<file path="src/rtl/regfile_wb_arbiter_pkg.sv">
// regfile_pkg: register-file geometry, write-back request record and packing helper.
// Revision 1.0
`default_nettype none

package regfile_pkg;

  localparam int REG_ADDR_W = 5;
  localparam int REG_DATA_W = 16;
  localparam int REG_COUNT  = 32;
  localparam logic [REG_ADDR_W-1:0] REG_ZERO = 5'd0;

  typedef struct packed {
    logic [REG_ADDR_W-1:0] addr;
    logic [REG_DATA_W-1:0] data;
  } wb_req_t;

  function automatic logic [REG_ADDR_W+REG_DATA_W-1:0] pack_wb(
    input logic [REG_ADDR_W-1:0] addr,
    input logic [REG_DATA_W-1:0] data
  );
    wb_req_t w_req;
    w_req.addr = addr;
    w_req.data = data;
    return w_req;
  endfunction

endpackage

`default_nettype wire

</file>
<file path="src/rtl/regfile_wb_arbiter_picker.sv">
// wb_rr_picker: combinational find-first-set over a mask, scanning upward from a rotating pointer.
// Revision 1.0
`default_nettype none

module wb_rr_picker #(
  parameter int NUM_REQ = 4,
  parameter int PTR_W   = $clog2(NUM_REQ)
) (
  input  logic [NUM_REQ-1:0] i_mask,
  input  logic [PTR_W-1:0]   i_ptr,
  output logic               o_found,
  output logic [PTR_W-1:0]   o_idx
);

  logic [PTR_W:0] w_j;

  always_comb begin
    o_found = 1'b0;
    o_idx   = '0;
    w_j     = '0;
    for (int k = 0; k < NUM_REQ; k++) begin
      w_j = {1'b0, i_ptr} + (PTR_W+1)'(k);
      if (w_j >= (PTR_W+1)'(NUM_REQ)) w_j = w_j - (PTR_W+1)'(NUM_REQ);
      if (!o_found && i_mask[w_j[PTR_W-1:0]]) begin
        o_found = 1'b1;
        o_idx   = w_j[PTR_W-1:0];
      end
    end
  end

endmodule

`default_nettype wire

</file>
<file path="src/rtl/regfile_wb_arbiter.sv">
// regfile_wb_arbiter: round-robin two-port write-back arbiter for the register file.
// Optional macro WB_CONFLICT_CNT_EN adds oConflictCount. Revision 1.0
`default_nettype none

module regfile_wb_arbiter
  import regfile_pkg::*;
#(
  parameter int NUM_REQ = 4,
  parameter int ADDR_W  = REG_ADDR_W,
  parameter int DATA_W  = REG_DATA_W
) (
  input  logic                        iClock,
  input  logic                        iReset_n,
  input  logic                        iHold,
  input  logic [NUM_REQ-1:0]          iReqValid,
  input  logic [NUM_REQ*ADDR_W-1:0]   iReqAddr,
  input  logic [NUM_REQ*DATA_W-1:0]   iReqData,
  output logic [NUM_REQ-1:0]          oReqReady,
  output logic                        oWritePort1,
  output logic [ADDR_W+DATA_W-1:0]    oRegWrite1,
  output logic                        oWritePort2,
  output logic [ADDR_W+DATA_W-1:0]    oRegWrite2
`ifdef WB_CONFLICT_CNT_EN
  ,
  output logic [15:0]                 oConflictCount
`endif
);

  localparam int PTR_W = $clog2(NUM_REQ);

  logic [ADDR_W-1:0]  w_addr [NUM_REQ];
  logic [DATA_W-1:0]  w_data [NUM_REQ];
  logic [NUM_REQ-1:0] w_zero, w_nz, w_mask2, w_ready;
  logic               w_found1, w_found2;
  logic [PTR_W-1:0]   w_idx1, w_idx2, w_rr_next;
  logic [ADDR_W-1:0]  w_addr1;
  logic [PTR_W-1:0]   r_rr;
  logic               r_wp1, r_wp2;
  logic [ADDR_W+DATA_W-1:0] r_word1, r_word2;

  assign w_addr1 = w_addr[w_idx1];

  // Port 2 candidates exclude the port-1 winner and anything aimed at the same register,
  // so same-register writes retire in rotational order on later cycles.
  for (genvar gi = 0; gi < NUM_REQ; gi++) begin : g_req
    assign w_addr[gi]  = iReqAddr[gi*ADDR_W +: ADDR_W];
    assign w_data[gi]  = iReqData[gi*DATA_W +: DATA_W];
    assign w_zero[gi]  = (w_addr[gi] == ADDR_W'(REG_ZERO));
    assign w_nz[gi]    = iReqValid[gi] & ~w_zero[gi] & ~iHold;
    assign w_mask2[gi] = w_nz[gi] & (w_idx1 != PTR_W'(gi)) & (w_addr[gi] != w_addr1);
    assign w_ready[gi] = iReqValid[gi] & ~iHold &
                         (w_zero[gi] | (w_found1 & (w_idx1 == PTR_W'(gi)))
                                     | (w_found2 & (w_idx2 == PTR_W'(gi))));
  end

  wb_rr_picker #(.NUM_REQ(NUM_REQ), .PTR_W(PTR_W)) u_pick1 (
    .i_mask (w_nz),
    .i_ptr  (r_rr),
    .o_found(w_found1),
    .o_idx  (w_idx1)
  );

  wb_rr_picker #(.NUM_REQ(NUM_REQ), .PTR_W(PTR_W)) u_pick2 (
    .i_mask (w_mask2),
    .i_ptr  (r_rr),
    .o_found(w_found2),
    .o_idx  (w_idx2)
  );

  always_comb begin
    w_rr_next = r_rr;
    if (w_found2)
      w_rr_next = (w_idx2 == PTR_W'(NUM_REQ-1)) ? '0 : w_idx2 + PTR_W'(1);
    else if (w_found1)
      w_rr_next = (w_idx1 == PTR_W'(NUM_REQ-1)) ? '0 : w_idx1 + PTR_W'(1);
  end

  always_ff @(posedge iClock or negedge iReset_n) begin
    if (!iReset_n) begin
      r_rr    <= '0;
      r_wp1   <= 1'b0;
      r_wp2   <= 1'b0;
      r_word1 <= '0;
      r_word2 <= '0;
    end else begin
      r_rr  <= w_rr_next;
      r_wp1 <= w_found1;
      r_wp2 <= w_found2;
      if (w_found1) r_word1 <= {w_addr1, w_data[w_idx1]};
      if (w_found2) r_word2 <= {w_addr[w_idx2], w_data[w_idx2]};
    end
  end

  assign oReqReady   = w_ready & {NUM_REQ{iReset_n}};
  assign oWritePort1 = r_wp1;
  assign oWritePort2 = r_wp2;
  assign oRegWrite1  = r_word1;
  assign oRegWrite2  = r_word2;

`ifdef WB_CONFLICT_CNT_EN
  logic [15:0] r_conflict_cnt;
  logic        w_conflict;

  assign w_conflict = ~iHold & (|(iReqValid & ~w_ready));

  always_ff @(posedge iClock or negedge iReset_n) begin
    if (!iReset_n)
      r_conflict_cnt <= '0;
    else if (w_conflict && (r_conflict_cnt != 16'hFFFF))
      r_conflict_cnt <= r_conflict_cnt + 16'd1;
  end

  assign oConflictCount = r_conflict_cnt;
`endif

endmodule

`default_nettype wire

</file>
<file path="config.mk">
export PLATFORM = sky130hd
export DESIGN_NAME = regfile_wb_arbiter
export DESIGN_NICKNAME = d
export VERILOG_FILES = /design/src/rtl/regfile_wb_arbiter_pkg.sv /design/src/rtl/regfile_wb_arbiter_picker.sv /design/src/rtl/regfile_wb_arbiter.sv
export SDC_FILE = /design/constraint.sdc
export NUM_CORES = 1
export LEC_CHECK = 0
export ABC_AREA = 1
export CORE_AREA = 3 3 88 107
export CTS_BUF_LIST = sky130_fd_sc_hd__clkbuf_16
export CTS_CLUSTER_SIZE = 10
export DETAILED_ROUTE_END_ITERATION = 8
export DIE_AREA = 0 0 91 110
export GPL_TIMING_DRIVEN = 0
export PLACE_DENSITY = 0.85
export SLEW_MARGIN = 20
export SYNTH_ARGS = -nofsm -noshare
export SYNTH_HDL_FRONTEND = slang
export SYNTH_HIERARCHICAL = 1
export SYNTH_SLANG_ARGS = --single-unit
export TNS_END_PERCENT = 5
</file>
<file path="constraint.sdc">
create_clock -name iClock -period 10 [get_ports iClock]
set_input_delay 1.5 -clock iClock [delete_from_list [all_inputs] [get_ports iClock]]
set_output_delay 1.5 -clock iClock [all_outputs]
set_load 0.01 [all_outputs]
</file>
==> results.md, run 1 <==
Outcome:
- The flow ran to the end, and the final reports show no timing, DRC or antenna violations.

Global routing:
- The total grt overflow is 0.
- The number of global-route vias before repair is 5120.
- The number of antenna violations at the first check in global routing is 0.
- The global router's overall resource usage is 0.310.
- The first global-routing pass estimated 24900 µm of wire.
- Entering global routing, the biggest net connects 49 pins.

Critical path:
- STA puts the critical path data arrival time at 7.20 ns.
- STA puts the critical path data required time at 8.50 ns.
- The worst setup slack for register-to-register paths is 5.34 ns.
- The critical path start-end classification is input port to output pin.
- The peak per-stage delay on the critical path is 0.61 ns.
- The element type at the critical path start is an input port.
- The worst setup path is captured at an output pin.
- The cell type with the highest occurrence count on the critical path is nand2_1.
- The slowest stage of the critical path belongs to the cell clkdlybuf4s50_1.
- The endpoint identified for the worst register-to-register timing path is r_rr[1].
- The number of cells traversed by the worst register-to-register path is 35.
- Of all nets on the critical path, the largest fanout is 11.
- The startpoint identified for the worst register-to-register timing path is r_rr[1].

Die:
- The initial utilization of the core area, before any placement, comes to 0.500.
- After floorplanning, the core was sized to cover 8520 µm².
- During I/O placement, the number of pins put on the boundary was 139.
- The floorplan has 37 rows.
- The die height is 110 µm.
- The die covers 10000 µm².
- The die width is 91 µm.

Synth:
- When the netlist entered floorplanning its net count stood at 761.
- The number of distinct library cells after synthesis is 30.
- The area of the mapped netlist is 4260 µm².
- The total of flip-flops plus latches after synthesis is 46.
- After synthesis, the share of flip-flops with an asynchronous set or reset is 1.00.
- During synthesis, Yosys emitted a total of 6 warnings.
- For this run, the register share of the synthesized area comes to 0.270.
- The post-synthesis area per instance is 6.44 µm².
- Counting every instance in the synthesized netlist gives 662.
- For this run, the leading register cell type out of synthesis is dfrtp_1.
- The count of flip-flops with a built-in enable after synthesis is 0.

Place:
- The congestion estimate from routability-driven global placement came to 0.955.
- The count of buffers added on input and output ports is 138.
- Summing all placed instances gives a cell area of 5790 µm².
- The estimated wirelength of the detail-placed design is 12000 µm.
- OpenSTA, run right after detailed placement, puts the worst setup slack at 1.47 ns.

Timing:
- The setup TNS after final layout is 0 ns.
- The final setup violation count is 0.
- Setup repair after global routing left no endpoint under its margin.
- For the pin with the worst max-slew slack, the measured transition is 0.670 ns.
- Across all hold checks on the routed design, the worst slack comes to 0.481 ns.
- The number of endpoints with negative hold slack in the final report came to 0.
- Clock skew on the completed layout was measured at 0.00485 ns.
- Across all setup checks in the final design, the least slack found is 1.30 ns.
- The number of pins with negative max-slew slack in the final report came to 0.
- The shortest period the worst path allows is 8.70 ns.
- Dividing the final minimum period by the clock period gives 0.870.
- The worst pin sits at a relative slew slack of 0.553.
- Timing would allow up to 115 MHz.

Clock tree:
- The number of resized instances in the post-cts repair step is 0.
- The TritonCTS sink count is 46.
- For the worst-skew pair, the clock arrives at the later sink with an insertion delay of 0.29 ns.
- TritonCTS built the clock tree.
- The clock passes through at most 2 buffers.
- Buffers added to address setup during post-CTS repair amount to 0.
- The level count of the clock H-tree is 2.
- The number of CTS-inserted buffers is 5.
- The clock tree root driver cell is clkbuf_16.
- The clock-pin slew reported for the worst setup and hold paths after clock tree synthesis is 0.07 ns.
- The number of buffers inserted by hold repair at cts is 0.

Route:
- The final route contains 5216 vias.
- After detailed routing, the number of remaining DRC violations is 0.
- For this block, the initial DRC count from the detailed router was 376.
- Dividing the detail-routed wire length by the instance count gives 17.0 µm.
- The final wirelength is 15800 µm.
- The number of antenna-violating nets in the routed design is 0.
- The first detailed-routing pass ran for 5 iterations.
- In the routed layout, each cell is associated on average with a via count of 5.65.

Final layout:
- The synthesis-to-layout area growth is 39.0%.
- The final layout contains 906 nets.
- The ratio of cells with drive above 1 in the final layout is 0.105.
- The diode insertion count for antenna repair is 0.
- The final design instance area without fill is 5920 µm².

Min path:
- Counting instances, the worst hold path has a depth of 2.
- The path class of the tightest hold or removal check is flip-flop to flip-flop.
- The path with the worst hold slack has its endpoint at oRegWrite1[19].
- The launch point of the worst hold path is oRegWrite1[19].

Flow run:
- The max-capacitance violation count is 0.
state kept, by name (all words and copies together) (netlist names):
register     flops
oRegWrite2      21
oRegWrite1      21
oWritePort2      1
r_rr             2
oWritePort1      1
worst max-delay path, delay by kind of cell:
kind | cells | cell delay (ns)
simple gates | 26 | 2.61
buf+inv | 12 | 2.53
compound gates | 1 | 0.35
fa+ha+maj | 1 | 0.19
area by class of cell:
cell class                      instances  area, µm²
Sequential cell                        46       1150
Clock inverter                          2       11.3
Tap cell                              117        146
Multi-Input combinational cell        488       2570
Buffer                                 38        203
Fill cell                             756       2590
Clock buffer                            5        125
Timing Repair Buffer                  138       1380
Inverter                               90        338
metal layers:
layer,vias up,global-route usage,part of all wire
met5,-,0,0
met4,0,0.137,0.030
met3,42,0.0611,0.10
met2,328,0.538,0.48
met1,2365,0.375,0.38
li1,2481,-,-
per-stage QoR:
step	instances	utilization
final	924	0.695
after global routing	924	0.695
after CTS	924	0.695
after detailed placement	917	0.679
after global placement	917	0.680
after floorplan	662	-
worst max-delay path by stage:
stage,startpoint,end,slack (ns),depth (start not counted)
2_1_floorplan,iReqAddr[10],oReqReady[0],3.47,33
5_1_grt,iReqAddr[15],oReqReady[0],1.02,41
6_report,iReqAddr[15],oReqReady[0],1.30,40
4_1_cts,iReqAddr[18],oReqReady[0],1.45,40
3_3_place_gp,iReqAddr[18],oReqReady[0],1.62,40
3_5_place_dp,iReqAddr[18],oReqReady[0],1.47,40
cells by family after synthesis:
group           after synthesis  share of synthesized area
flops                        46                      0.270
compound gates              168                      0.230
simple gates                312                      0.349
buf+inv                     128                      0.127
fa+ha+maj                     8                     0.0235
cell usage in the layout, fill, tap and decap left out, types with 12 or more instances in the layout:
cell	Yosys	layout
nor2_1	51	51
nand2_1	155	155
nand2_2	24	24
o211ai_1	32	32
dfrtp_1	46	46
buf_2	15	15
clkdlybuf4s50_1	0	137
inv_1	85	86
o21ai_0	47	47
nand3_2	12	12
nand3_1	43	43
a31oi_1	39	39
clkbuf_1	16	16
a21oi_1	44	44
synthesized netlist by cell type, drive strengths merged, types with 4 or more instances:
cell type / n / area [µm²]
a21oi: 44 / 220
a31oi: 39 / 244
buf: 22 / 143
clkbuf: 16 / 60.1
dfrtp: 46 / 1150
ha: 8 / 100
inv: 90 / 338
nand2: 187 / 822
nand3: 56 / 353
nand3b: 4 / 30.0
nor2: 55 / 226
nor3: 5 / 25.0
o211ai: 32 / 240
o21ai: 49 / 245
Power of run 1 is left out: the tool's default activity adds up to more than one toggle a clock period on the data nets, which glitch-free logic cannot reach.
==> run 2: changes to the inputs <==
--- a/config.mk
+++ b/config.mk
@@ -6,13 +6,12 @@
 export NUM_CORES = 1
 export LEC_CHECK = 0
 export ABC_AREA = 1
-export CORE_AREA = 3 3 88 107
+export CORE_AREA = 3 3 105 127
 export CTS_BUF_LIST = sky130_fd_sc_hd__clkbuf_16
 export CTS_CLUSTER_SIZE = 10
 export DETAILED_ROUTE_END_ITERATION = 8
-export DIE_AREA = 0 0 91 110
+export DIE_AREA = 0 0 108 130
 export GPL_TIMING_DRIVEN = 0
-export PLACE_DENSITY = 0.85
 export SLEW_MARGIN = 20
 export SYNTH_ARGS = -nofsm -noshare
 export SYNTH_HDL_FRONTEND = slang
==> run 2 against run 1 <==
- fmax rose by 0.47%
- register-to-register slack improved by 0.08 ns
- worst setup slack improved by 0.040 ns
- sequential share of layout area fell by 0.35 points
- clock-buffer cell count did not move
- critical path depth did not move
- die area rose by 40%
- core utilization fell by 20 points
- largest cell class unchanged
- critical endpoint unchanged
==> results.md, run 2 (synthesized netlist as in run 1, its figures left out) <==
Clock tree:
- The clock-pin slew reported for the worst setup and hold paths after clock tree synthesis is 0.07 ns.
- For this design, the CTS-stage hold fixing added 0 buffers.
- The clock passes through at most 2 buffers.
- The number of setup buffers added after CTS is 0.
- The TritonCTS sink count is 46.
- The number of CTS-inserted buffers is 5.
- The latest clock arrival within the worst-skew pair is 0.30 ns.
- CTS placed an instance of clkbuf_16 at the clock tree root.
- The TritonCTS clock tree is done.
- The number of gates resized after CTS was 0.
- The clock tree synthesis step divided the H-tree into 2 levels.

Timing:
- The normalized max-slew margin is 0.566.
- The setup TNS after final layout is 0 ns.
- The transition time at the pin with the least slew margin is 0.651 ns.
- The ratio of final minimum period to clock period is 0.866.
- The number of pins with negative max-slew slack in the final report is 0.
- The worst-case hold slack is 0.483 ns.
- The number of endpoints with negative hold slack in the final report is 0.
- Derived from the worst setup path, the maximum achievable clock frequency is 115 MHz.
- The clock arrives with 0.00996 ns of skew.
- Once routing completed, OpenROAD measured the worst setup slack at 1.34 ns.
- The final setup violation count is 0.
- Setup repair after global routing left no endpoint under its margin.
- The shortest period the worst path allows is 8.66 ns.

Die:
- After floorplanning, the core was sized to cover 12200 µm².
- From left edge to right edge, the die measures 108 µm.
- The number of top-level design ports is 139.
- In this run the vertical extent of the chip is 130 µm.
- The initial utilization of the core area, before any placement, comes to 0.350.
- The die area is 14000 µm².
- In this run the core area contains 44 standard-cell rows.

Min path:
- The worst hold path begins at oRegWrite1[17].
- The worst hold path belongs to the class flip-flop to flip-flop.

Critical path:
- The worst setup path is captured at an output pin.
- The worst register-to-register path has a setup slack of 5.42 ns.
- STA puts the critical path data arrival time at 7.16 ns.
- For this design, the slowest cell found on the critical path is clkdlybuf4s50_1.
- The required time of the critical path is 8.50 ns.
- The largest single stage delay on the critical path is 0.61 ns.
- The worst setup path is of the input port to output pin kind.
- The element type at the critical path start is an input port.
- The worst-path maximum fanout is 11.
- The launching point of the worst reg2reg path is r_rr[1].
- The cell type with the highest occurrence count on the critical path is nand2_1.
- The origin of the worst setup path is iReqAddr[18].

Route:
- The count of routing violations after the opening detailed-route iteration is 342.
- The final wirelength is 16500 µm.
- The detail-routed via count per cell is 5.35.
- The number of design rule violations left after detail routing is 0.
- Once detail routing completed, the nets flagged for antenna violations numbered 0.
- The detailed-route via count is 5181.
- The mean routed wirelength per cell is 17.0 µm.
- The iteration count of the initial detailed-routing pass is 4.

Flow run:
- Across the run, the number of max-cap violations was 0.

Place:
- Buffers placed on the I/O ports in this run total 138.
- The final weighted congestion of routability-driven global placement is 0.951.
- The post-placement worst setup slack is 1.40 ns.
- Detailed placement ended at an HPWL of 12900 µm.

Global routing:
- The global router's overall resource usage is 0.237.
- The number of global-route vias before repair is 5223.
- The global-route wire length before repair is 26200 µm.
- The total grt overflow is 0.
- The highest-utilization routing layer at the global route stage is met2.
- Entering global routing, the biggest net connects 49 pins.
- For met2 alone, demand over resource in global routing was 0.398.
- For met1 alone, demand over resource in global routing was 0.305.
- The global-route track usage on met3 is 0.0391.
- The number of antenna violations at the first check in global routing is 0.

Final layout:
- Of the cells placed in the final design, the portion with a size suffix greater than 1 is 0.106.
- The diode insertion count for antenna repair is 0.
- The count of nets after finishing is 906.
- Leaving out fill and tap cells, the most frequent cell in the layout is nand2_1.
- The utilization after layout is 0.496.
- Leaving out fill and tap cells, the most frequent cells in the layout are 155 x nand2_1, 137 x clkdlybuf4s50_1, 85 x inv_1, 51 x nor2_1, 47 x o21ai_0.
- The synthesis-to-layout area growth is 41.5%.

Outcome:
- The run finished with clean final reports.
[run 2: cell count changes in the layout (fill, tap and decap cells not counted)]
cell        change
clkinv_1        +1
clkinvlp_4      -1
bufinv_16       +2
inv_1           -1
[run 2: worst max-delay path: cells and delay by family]
kind                       cells  cell delay, ns
and+or+nand+nor               26            2.53
buffers and inverters         12            2.55
AOI/OAI and AO/OA              1            0.37
adders and majority gates      1            0.18
[run 2: area by class of cell]
type	count	area, µm²
flip-flops and latches	46	1150
fillers	1231	6140
multi-input cells	488	2570
clock buffers	5	125
plain buffers	38	203
clock inverters	3	63.8
well taps	161	201
inverters	90	338
repair buffers	138	1380
[run 2: worst paths after layout]
path | to | cells past startpoint
max | oReqReady[0] | 40
min | oRegWrite1[17] | 2
max reg2reg | r_rr[1] | 35
min reg2reg | oRegWrite1[17] | 2
max in group asynchronous | r_rr[1] | 1
min in group asynchronous | oRegWrite1[13] | 1
[run 2: metrics by stage]
stage	area, µm²	cells
global route	6030	969
global placement	5840	961
floorplan	4260	662
CTS	6030	969
finish	6030	969
detailed placement	5840	961
[run 2: metal layers]
layer / wire (µm) / share of wire / vias to the layer above
met5: 0 / 0 / -
met4: 565 / 0.034 / 0
met2: 7720 / 0.47 / 266
li1: - / - / 2482
met1: 6870 / 0.42 / 2384
met3: 1330 / 0.080 / 49
Power of run 2 is left out for the same reason.
==> run 3: changes to the inputs <==
--- a/config.mk
+++ b/config.mk
@@ -6,12 +6,13 @@
 export NUM_CORES = 1
 export LEC_CHECK = 0
 export ABC_AREA = 1
-export CORE_AREA = 3 3 105 127
+export CORE_AREA = 3 3 115 117
 export CTS_BUF_LIST = sky130_fd_sc_hd__clkbuf_16
 export CTS_CLUSTER_SIZE = 10
 export DETAILED_ROUTE_END_ITERATION = 8
-export DIE_AREA = 0 0 108 130
+export DIE_AREA = 0 0 118 120
 export GPL_TIMING_DRIVEN = 0
+export HOLD_SLACK_MARGIN = 0.02
 export SLEW_MARGIN = 20
 export SYNTH_ARGS = -nofsm -noshare
 export SYNTH_HDL_FRONTEND = slang
==> run 3 against run 2 <==
- global-route usage is 0.16 points lower
- die area increased by 0.85%
- non-clock buffer count unchanged
- critical path type unchanged
- largest cell class unchanged
- cell count grew 1.1%
- hold slack better by 0.0016 ns
- register-to-register slack worse by 0.07 ns
- clock-buffer cell count stayed put
- via count is 0.64% higher
- sequential cell count unchanged
==> results.md, run 3 (synthesized netlist as in run 1, its figures left out) <==
Outcome:
- The flow ran to the end, and the final reports show no timing, DRC or antenna violations.

Route:
- Detailed routing placed a total of 1460 µm of wire on met3.
- The detail-routed via count per cell is 5.32.
- The topmost layer with routed signal wires is met4.
- The routed layout has 5214 vias.
- Dividing the detail-routed wire length by the instance count gives 17.4 µm.
- The detailed router finished its first iteration with 366 violations.
- The routed metal-1 wirelength is 7350 µm.
- The number of design rule violations left after detail routing is 0.
- The final wirelength is 17000 µm.
- The iteration count of the initial detailed-routing pass is 7.
- The number of antenna-violating nets in the routed design is 0.
- After detailed routing, the met2 layer carries 7890 µm of wire.

Timing:
- The least setup slack across all paths after layout is 1.40 ns.
- Across the routed clock network, the largest skew measured is 0.00421 ns.
- After routing, the total negative slack on setup checks comes to 0 ns.
- Static timing analysis puts the maximum clock frequency at 116 MHz.
- The routed design could run at a clock period as short as 8.60 ns.
- The number of endpoints with negative hold slack in the final report is 0.
- Of the available clock period, the critical path in the final layout requires 0.860.
- Setup violations remaining at the end of the flow were counted as 0.
- Setup repair after global routing left no endpoint under its margin.
- The number of pins with negative max-slew slack in the final report was 0.
- The transition time at the pin with the least slew margin is 0.716 ns.
- The worst pin sits at a relative slew slack of 0.522.

Critical path:
- Data arrives at the worst endpoint at 7.10 ns.
- The worst-path maximum fanout is 11.
- The cell that appears most often on the critical path is nand2_1.
- The required time of the critical path is 8.50 ns.
- The slowest stage of the critical path belongs to the cell clkdlybuf4s50_1.
- STA classifies the critical path endpoint as an output pin.
- The worst setup path is launched from an input port.
- The critical path is of the input port to output pin type.
- The peak per-stage delay on the critical path is 0.62 ns.

Clock tree:
- The TritonCTS clock tree is done.
- In this run the number of H-tree levels came out at 2.
- The number of resized instances in the post-cts repair step is 0.
- The number of setup buffers added after CTS is 0.
- The clock drives 46 sinks.
- Counting the buffers created by CTS gives 5.
- The maximum clock insertion buffer count is 2.
- The latest clock arrival within the worst-skew pair is 0.29 ns.
- After clock tree synthesis, the flow added hold-fix buffers numbering 0.
- After clock tree synthesis, the clock-pin slew on the worst setup and hold paths is 0.07 ns.
- The clock tree root driver cell is clkbuf_16.

Die:
- The standard cell core area is 12500 µm².
- The die height is 120 µm.
- The number of standard-cell rows in the floorplan is 41.
- The number of top-level design ports is 139.
- The die is 118 µm wide.
- The initial core utilization is 0.342.
- The floorplan step defined a die boundary enclosing 14200 µm².

Final layout:
- The filler cells instantiated in the layout total 1323.
- The diode insertion count for antenna repair is 0.
- The library cells used most frequently in the layout, excluding fill and tap cells, are 155 x nand2_1, 137 x clkdlybuf4s50_1, 86 x inv_1, 51 x nor2_1, 47 x o21ai_0.
- Leaving out fill and tap cells, the most frequent cell in the layout is nand2_1.
- At the end of the flow, the number of nets in the layout was 906.
- The ratio of cells with drive above 1 in the final layout is 0.106.
- The synthesis-to-layout area growth is 41.3%.
- After the flow finishes, the layout carries non-filler instances totaling 980.

Place:
- The post-placement worst setup slack is 1.36 ns.
- At the end of routability-driven placement, the weighted congestion stood at 0.896.
- The total of buffers placed on input and output ports is 138.
- The estimated wirelength of the detail-placed design is 13000 µm.
- The total placed cells including tap cells is 972.

Global routing:
- The number of antenna violations at the first check in global routing is 0.
- The global router's overall resource usage is 0.236.
- The number of global-route vias before repair was 5169.
- The global-route wire length before repair is 26800 µm.
- Entering global routing, the biggest net connects 49 pins.
- After global routing the overflow that remains totals 0.

Min path:
- The tightest min-delay check is of the flip-flop to flip-flop type.

Flow run:
- The max-capacitance violation count is 0.
run 3: changes by cell type in the layout (fill, tap and decap cells not counted):
| cell | before | now |
|---|---|---|
| bufinv_16 | 2 | 1 |
| clkinv_1 | 1 | 0 |
| clkinvlp_4 | 0 | 1 |
| inv_1 | 85 | 86 |
run 3: layer usage:
| metal | global-route usage | vias up |
|---|---|---|
| li1 | - | 2488 |
| met1 | 0.312 | 2432 |
| met2 | 0.396 | 267 |
| met3 | 0.0415 | 27 |
| met4 | 0.0689 | 0 |
| met5 | 0 | - |
run 3: area by class of cell:
class                   count  area, µm²  share of cell area
repair buffers            138       1380               0.229
multi-input cells         488       2570               0.427
inverters                  90        338              0.0561
well taps                 172        215              0.0357
clock inverters             3       41.3             0.00686
plain buffers              38        203              0.0337
flip-flops and latches     46       1150               0.191
clock buffers               5        125              0.0208
run 3: path summary, 6_finish.rpt:
kind                                start             end  slack (ns)  cells after the start
hold / removal             oRegWrite1[19]  oRegWrite1[19]        0.48                      2
min in group asynchronous        iReset_n  oRegWrite1[19]        1.23                      1
hold reg to reg            oRegWrite1[19]  oRegWrite1[19]        0.48                      2
setup reg to reg                  r_rr[1]   oRegWrite2[8]        5.35                     31
setup / recovery             iReqAddr[18]    oReqReady[0]        1.40                     40
max in group asynchronous        iReset_n  oRegWrite2[16]        8.32                      1
run 3: critical path, delay by kind of cell:
kind | cells | cell delay (ns)
buffers and inverters | 12 | 2.58
AND/OR/NAND/NOR | 26 | 2.46
AO/OA/AOI/OAI | 1 | 0.35
adder cells (fa/ha/maj) | 1 | 0.18
run 3: through the flow:
stage | util | area (µm²) | hold slack [ns]
5_1_grt | 0.483 | 6020 | 0.521
2_1_floorplan | - | 4260 | 0.519
6_report | 0.483 | 6020 | 0.484
3_5_place_dp | 0.470 | 5860 | 0.474
3_3_place_gp | 0.470 | 5860 | 0.467
4_1_cts | 0.483 | 6020 | 0.492
Power of run 3 is left out for the same reason.
